[config.mk]
export PLATFORM = sky130hd
export DESIGN_NAME = pc_sequencer_flat
export DESIGN_NICKNAME = d
export VERILOG_FILES = /design/src/rtl/pc_sequencer_pkg.sv /design/src/rtl/pc_sequencer_if.sv /design/src/rtl/pc_sequencer_ras_stack.sv /design/src/rtl/pc_sequencer.sv /design/src/flat_wrapper.sv
export SDC_FILE = /design/constraint.sdc
export NUM_CORES = 1
export LEC_CHECK = 0
export ABC_AREA = 1
export CORE_MARGIN = 3
export CORE_UTILIZATION = 25
export DETAILED_ROUTE_END_ITERATION = 12
export GPL_TIMING_DRIVEN = 1
export PLACE_DENSITY = 0.5
export REMOVE_ABC_BUFFERS = 1
export SLEW_MARGIN = 20
export SYNTH_ARGS = -nofsm -noshare
export SYNTH_HDL_FRONTEND = slang
export SYNTH_SLANG_ARGS = --single-unit
[constraint.sdc]
create_clock -name clk -period 2.4 [get_ports clk]
set_input_delay 0.24 -clock clk [delete_from_list [all_inputs] [get_ports clk]]
set_output_delay 0.24 -clock clk [all_outputs]
set_load 0.03 [all_outputs]
[src/rtl/pc_sequencer_pkg.sv]
// pc_sequencer_pkg: shared state enum and default parameter constants
package pc_sequencer_pkg;
  typedef enum logic {RUN, HALT} state_t;
  localparam int DEF_ADDR_W = 16;
  localparam int DEF_STEP = 2;
  localparam int DEF_RESET_VEC = 0;
  localparam int DEF_RAS_DEPTH = 4;
endpackage

[src/rtl/pc_sequencer_if.sv]
// pc_sequencer_if: control inputs and pc/stack status outputs of the sequencer
interface pc_sequencer_if import pc_sequencer_pkg::*; #(parameter int ADDR_W = DEF_ADDR_W) ();
  logic hlt;
  logic stall;
  logic br_taken;
  logic [ADDR_W-1:0] br_target;
  logic call;
  logic ret;
  logic [ADDR_W-1:0] pc_addr;
  logic [ADDR_W-1:0] pc_next;
  logic halted;
  logic ras_empty;
  logic ras_full;
  logic ras_ovf;
  logic ras_unf;
  modport master (
    output hlt, stall, br_taken, br_target, call, ret,
    input pc_addr, pc_next, halted, ras_empty, ras_full, ras_ovf, ras_unf
  );
  modport slave (
    input hlt, stall, br_taken, br_target, call, ret,
    output pc_addr, pc_next, halted, ras_empty, ras_full, ras_ovf, ras_unf
  );
endinterface

[src/rtl/pc_sequencer_ras_stack.sv]
// ras_stack: circular return-address LIFO with occupancy and sticky ovf/unf flags
module ras_stack #(
  parameter int W = 16,
  parameter int DEPTH = 4
) (
  input  logic         clk,
  input  logic         rst,
  input  logic         push,
  input  logic         pop,
  input  logic [W-1:0] push_data,
  output logic [W-1:0] top_data,
  output logic         empty,
  output logic         full,
  output logic         ovf,
  output logic         unf
);
  localparam int PW = $clog2(DEPTH);
  logic [PW-1:0] ptr_q, ptr_d;
  logic [PW:0] cnt_q, cnt_d;
  logic ovf_q, ovf_d, unf_q, unf_d;
  logic [W-1:0] mem_q [DEPTH];
  assign empty = cnt_q == '0;
  assign full = cnt_q == (PW+1)'(DEPTH);
  assign ovf = ovf_q;
  assign unf = unf_q;
  assign top_data = mem_q[ptr_q - PW'(1)];
  always_comb begin
    ptr_d = push ? ptr_q + PW'(1) : (pop && !empty) ? ptr_q - PW'(1) : ptr_q;
    cnt_d = push ? (full ? cnt_q : cnt_q + (PW+1)'(1)) : (pop && !empty) ? cnt_q - (PW+1)'(1) : cnt_q;
    ovf_d = ovf_q | (push & full);
    unf_d = unf_q | (pop & empty);
  end
  always_ff @(posedge clk) begin
    if (rst) begin
      ptr_q <= '0;
      cnt_q <= '0;
      ovf_q <= 1'b0;
      unf_q <= 1'b0;
    end else begin
      ptr_q <= ptr_d;
      cnt_q <= cnt_d;
      ovf_q <= ovf_d;
      unf_q <= unf_d;
    end
  end
  always_ff @(posedge clk) begin
    if (push) mem_q[ptr_q] <= push_data;
  end
endmodule

[src/rtl/pc_sequencer.sv]
// pc_sequencer: program counter with branch/call/return redirection, halt and return-address stack
module pc_sequencer import pc_sequencer_pkg::*; #(
  parameter int ADDR_W = DEF_ADDR_W,
  parameter int STEP = DEF_STEP,
  parameter int RESET_VEC = DEF_RESET_VEC,
  parameter int RAS_DEPTH = DEF_RAS_DEPTH
) (
  input logic clk,
  input logic rst,
  pc_sequencer_if.slave bus
);
  state_t state_q, state_d;
  logic [ADDR_W-1:0] pc_q, pc_seq, ras_top;
  logic active, do_ret, do_call, ras_empty;
  assign pc_seq = pc_q + ADDR_W'(STEP);
  always_comb begin
    active = state_q == RUN && !bus.hlt && !bus.stall;
    do_ret = active && bus.ret;
    do_call = active && bus.call && !bus.ret;
    state_d = (state_q == RUN && bus.hlt) ? HALT : state_q;
    bus.pc_next = rst ? ADDR_W'(RESET_VEC) :
                  !active ? pc_q :
                  do_ret ? (ras_empty ? pc_seq : ras_top) :
                  (do_call || bus.br_taken) ? bus.br_target : pc_seq;
  end
  always_ff @(posedge clk) begin
    if (rst) begin
      state_q <= RUN;
      pc_q <= ADDR_W'(RESET_VEC);
    end else begin
      state_q <= state_d;
      pc_q <= bus.pc_next;
    end
  end
  assign bus.pc_addr = pc_q;
  assign bus.halted = state_q == HALT;
  assign bus.ras_empty = ras_empty;
  ras_stack #(.W(ADDR_W), .DEPTH(RAS_DEPTH)) u_ras (
    .clk(clk),
    .rst(rst),
    .push(do_call),
    .pop(do_ret),
    .push_data(pc_seq),
    .top_data(ras_top),
    .empty(ras_empty),
    .full(bus.ras_full),
    .ovf(bus.ras_ovf),
    .unf(bus.ras_unf)
  );
endmodule

[src/flat_wrapper.sv]
// flat-port wrapper written by rule: the top's interface ports become plain ports
module pc_sequencer_flat import pc_sequencer_pkg::*;
#(
  parameter int ADDR_W = DEF_ADDR_W,
  parameter int STEP = DEF_STEP,
  parameter int RESET_VEC = DEF_RESET_VEC,
  parameter int RAS_DEPTH = DEF_RAS_DEPTH
)
  (clk, rst, bus_hlt, bus_stall, bus_br_taken, bus_br_target, bus_call, bus_ret, bus_pc_addr, bus_pc_next, bus_halted, bus_ras_empty, bus_ras_full, bus_ras_ovf, bus_ras_unf);
  pc_sequencer_if #(.ADDR_W(ADDR_W)) bus_i ();
  input logic clk;
  input logic rst;
  input wire logic [$bits(bus_i.hlt)-1:0] bus_hlt;
  input wire logic [$bits(bus_i.stall)-1:0] bus_stall;
  input wire logic [$bits(bus_i.br_taken)-1:0] bus_br_taken;
  input wire logic [$bits(bus_i.br_target)-1:0] bus_br_target;
  input wire logic [$bits(bus_i.call)-1:0] bus_call;
  input wire logic [$bits(bus_i.ret)-1:0] bus_ret;
  output wire logic [$bits(bus_i.pc_addr)-1:0] bus_pc_addr;
  output wire logic [$bits(bus_i.pc_next)-1:0] bus_pc_next;
  output wire logic [$bits(bus_i.halted)-1:0] bus_halted;
  output wire logic [$bits(bus_i.ras_empty)-1:0] bus_ras_empty;
  output wire logic [$bits(bus_i.ras_full)-1:0] bus_ras_full;
  output wire logic [$bits(bus_i.ras_ovf)-1:0] bus_ras_ovf;
  output wire logic [$bits(bus_i.ras_unf)-1:0] bus_ras_unf;
  assign bus_i.hlt = bus_hlt;
  assign bus_i.stall = bus_stall;
  assign bus_i.br_taken = bus_br_taken;
  assign bus_i.br_target = bus_br_target;
  assign bus_i.call = bus_call;
  assign bus_i.ret = bus_ret;
  assign bus_pc_addr = bus_i.pc_addr;
  assign bus_pc_next = bus_i.pc_next;
  assign bus_halted = bus_i.halted;
  assign bus_ras_empty = bus_i.ras_empty;
  assign bus_ras_full = bus_i.ras_full;
  assign bus_ras_ovf = bus_i.ras_ovf;
  assign bus_ras_unf = bus_i.ras_unf;
  pc_sequencer #(.ADDR_W(ADDR_W), .STEP(STEP), .RESET_VEC(RESET_VEC), .RAS_DEPTH(RAS_DEPTH)) u_core (.clk(clk), .rst(rst), .bus(bus_i));
endmodule
==> flow_summary.toml <==
[setup_path]
crit_chain = "inv_2 -> ha_4 -> clkinvlp_4 -> buf_6 -> nand3_1 -> nand2_1 -> nand2_1 -> o21ai_1 -> inv_1 -> nand2_2 -> a21oi_2 -> buf_6"
worstPathRequired_ns = 2.16
crit_path_top_delay_cell = "dfxtp_2"
crit_type = "flip-flop to output pin"
setup.worst_path.start = "u_core.u_ras.ptr_q[1]"
critPathArrivalTime_ns = 2.13
worstPathMaxFanout = 6
cpPeakStageDelay_ns = 0.35
r2r-start = "u_core.u_ras.ptr_q[1]"
crit_path_start_kind = "flip-flop"
crit_path_end_kind = "output pin"

[detailed_routing]
wire_per_inst_um = 15.0
drt_iter0_drc = 330
post-route-drc-count = 0
firstDrtPassIters = 5
antenna_left = 0
vias = 3872
wl_mm = 12.9
viasPerCell = 4.51

[floorplanning]
die_w_um = 140
die-area_um2 = 19600
core_area_um2 = 17400
initial_core_util_pct = 25.8
rows = 48
fp.dieH_um = 140
ios = 60

[sta]
fmax_mhz = 423
hold_viol_final = 0
setup_ws_ns = 0.0334
skew_ns = 0.00861
setup_violations = 0
rsz0062_at_grt = "true"
fin_crit_ns = 2.37
drv_slew = 0
period_share_pct = 98.6
maxSlewHeadroom_pct = 71.7
tightest_slew_ns = 0.423
holdWs_ns = 0.467

[layout]
n_fill_cell = 1820
drive_gt1_share_pct = 24.0
antenna_cells = 0
finish.utilization_pct = 35.2
syn2layout_area_growth_pct = 36.6
fin_nets = 658
final_common_cell = "nand2_1"
final_cell_mix = "nand2_1, edfxtp_1, inv_1"
final_cells = 859

[grt]
grt_overflow_total = 0
grt_pass1_wl_mm = 20.2
grtUsageTotal_pct = 13.1
grt_max_degree = 47
antenna_found_initial = 0
grt_pass1_vias = 3775

[clock_tree]
cts_root_buf = "clkbuf_16"
cts_buffers = 9
clock-sinks = 88
clk_path_buf_depth = 2
path_clk_slew_ns = 0.06
htreeDepth = 3
clock_latency_ns = 0.33
cts_tree = "done"

[hold_path]
hold_path_startpoint = "u_core.u_ras.ovf"
min_path_type = "flip-flop to flip-flop"

[placed_design]
place.gp.congestion = 0.818
placed_cells = 833
io_buffers = 59
post-place-ws_ns = 0.173
dp_hpwl_mm = 8.76

[pwr]
p_leak_nw = 2.46
ir_drop_uv = 301
powerDensity_nw_per_um2 = 647

[synthesis]
ys_seq_area_share_pct = 53.5
synth_seq_cells = 88
postSynthCellCount = 550
synth_cell_types = 27
ys.warnings.count = 0
synth_area_um2 = 4490
avgSynthCellArea_um2 = 8.16

[outcome]
outcome = "finished, final reports clean"

[job]
max-cap-violations = 0
-- final timing paths --
kind,to,slack (ns),depth (start not counted)
setup / recovery,bus_pc_next[1],0.03,12
hold / removal,u_core.u_ras.ovf,0.47,2
setup reg to reg,u_core.bus.pc_addr[3],0.63,12
hold reg to reg,u_core.u_ras.ovf,0.47,2
-- report_power, final --
group          total (mW)  leakage (nW)  internal, mW  switching (mW)
sequential           1.71         0.788          1.67          0.0377
combinational       0.884          1.54         0.362           0.522
clock                1.37         0.130         0.800           0.572
total                3.97          2.46          2.83            1.13
-- cell usage after synthesis --
cell type | number | share of area (%)
a21oi_1 | 41 | 4.6
a21oi_2 | 1 | 0.20
a21oi_4 | 1 | 0.36
buf_1 | 2 | 0.17
buf_2 | 7 | 0.78
buf_4 | 4 | 0.67
buf_6 | 2 | 0.50
clkbuf_1 | 7 | 0.59
clkinv_1 | 1 | 0.084
dfxtp_1 | 24 | 11
edfxtp_1 | 64 | 43
ha_1 | 6 | 1.7
inv_1 | 61 | 5.1
inv_2 | 2 | 0.17
nand2_1 | 193 | 16
nand2_2 | 1 | 0.14
nand2_4 | 1 | 0.25
nand3_1 | 59 | 6.6
nand3_4 | 2 | 0.78
nand3b_1 | 1 | 0.17
nand4_1 | 6 | 0.84
nor2_1 | 27 | 2.3
nor2_2 | 5 | 0.70
nor2_4 | 1 | 0.25
o21ai_0 | 27 | 3.0
o21ai_1 | 3 | 0.33
xor2_1 | 1 | 0.20
-- cells by family after synthesis --
family	after synthesis	share of synthesized area, %
AOI/OAI and AO/OA	73	8.47
xor gates and xnor gates	1	0.195
adders and majority gates	6	1.67
buffers and inverters	86	8.05
DFF	88	53.5
and+or+nand+nor	296	28.1
-- layout make-up --
class / count / area, µm² / share of cell area [%]
timing repair buffer: 90 / 915 / 14.9
sequential: 88 / 2410 / 39.2
multi-input combinational: 376 / 1990 / 32.5
clock inverter: 6 / 60.1 / 0.979
tap: 225 / 282 / 4.59
clock buffer: 10 / 229 / 3.73
inverter: 64 / 250 / 4.08
-- metrics by stage --
step | area [µm²] | TNS (ns) | total power, mW
floorplan | 4370 | -44.27 | 2.12
global placement | 5410 | 0 | 2.43
detailed placement | 5410 | 0 | 2.44
CTS | 5770 | 0 | 3.86
global route | 6130 | -0.628 | 4.15
finish | 6130 | 0 | 3.97
-- layer usage --
| layer | part of all wire (%) | global-route usage [%] | vias up |
|---|---|---|---|
| li1 | - | - | 1952 |
| met1 | 48 | 18.2 | 1836 |
| met2 | 48 | 20.8 | 76 |
| met3 | 3.4 | 2.25 | 8 |
| met4 | 1.1 | 4.39 | 0 |
| met5 | 0 | 0 | - |
-- state kept, by name, indices dropped and copies added, names as in the netlist --
name / cells
u_core.u_ras.mem_q: 64
u_core.u_ras.ovf: 1
u_core.bus.halted: 1
u_core.u_ras.ptr_q: 2
u_core.u_ras.cnt_q: 3
u_core.u_ras.unf: 1
u_core.bus.pc_addr: 16
-- critical path: cells and delay by family (launching register included) --
family | cells | cell delay [ns]
adders and majority gates | 1 | 0.28
and+or+nand+nor | 4 | 0.30
buffers and inverters | 5 | 0.66
AOI/OAI and AO/OA | 2 | 0.20
DFF | 1 | 0.35
-- what timing repair did --
action,4_1_cts,5_1_grt
gates resized for setup,13,93
pin swaps,3,63
gates cloned,0,1
endpoints found under the setup margin,15,15
hold buffers,0,0
buffers inserted,3,6
hold endpoints to repair,0,0
Note: power is estimated with default switching activity, not from simulation.
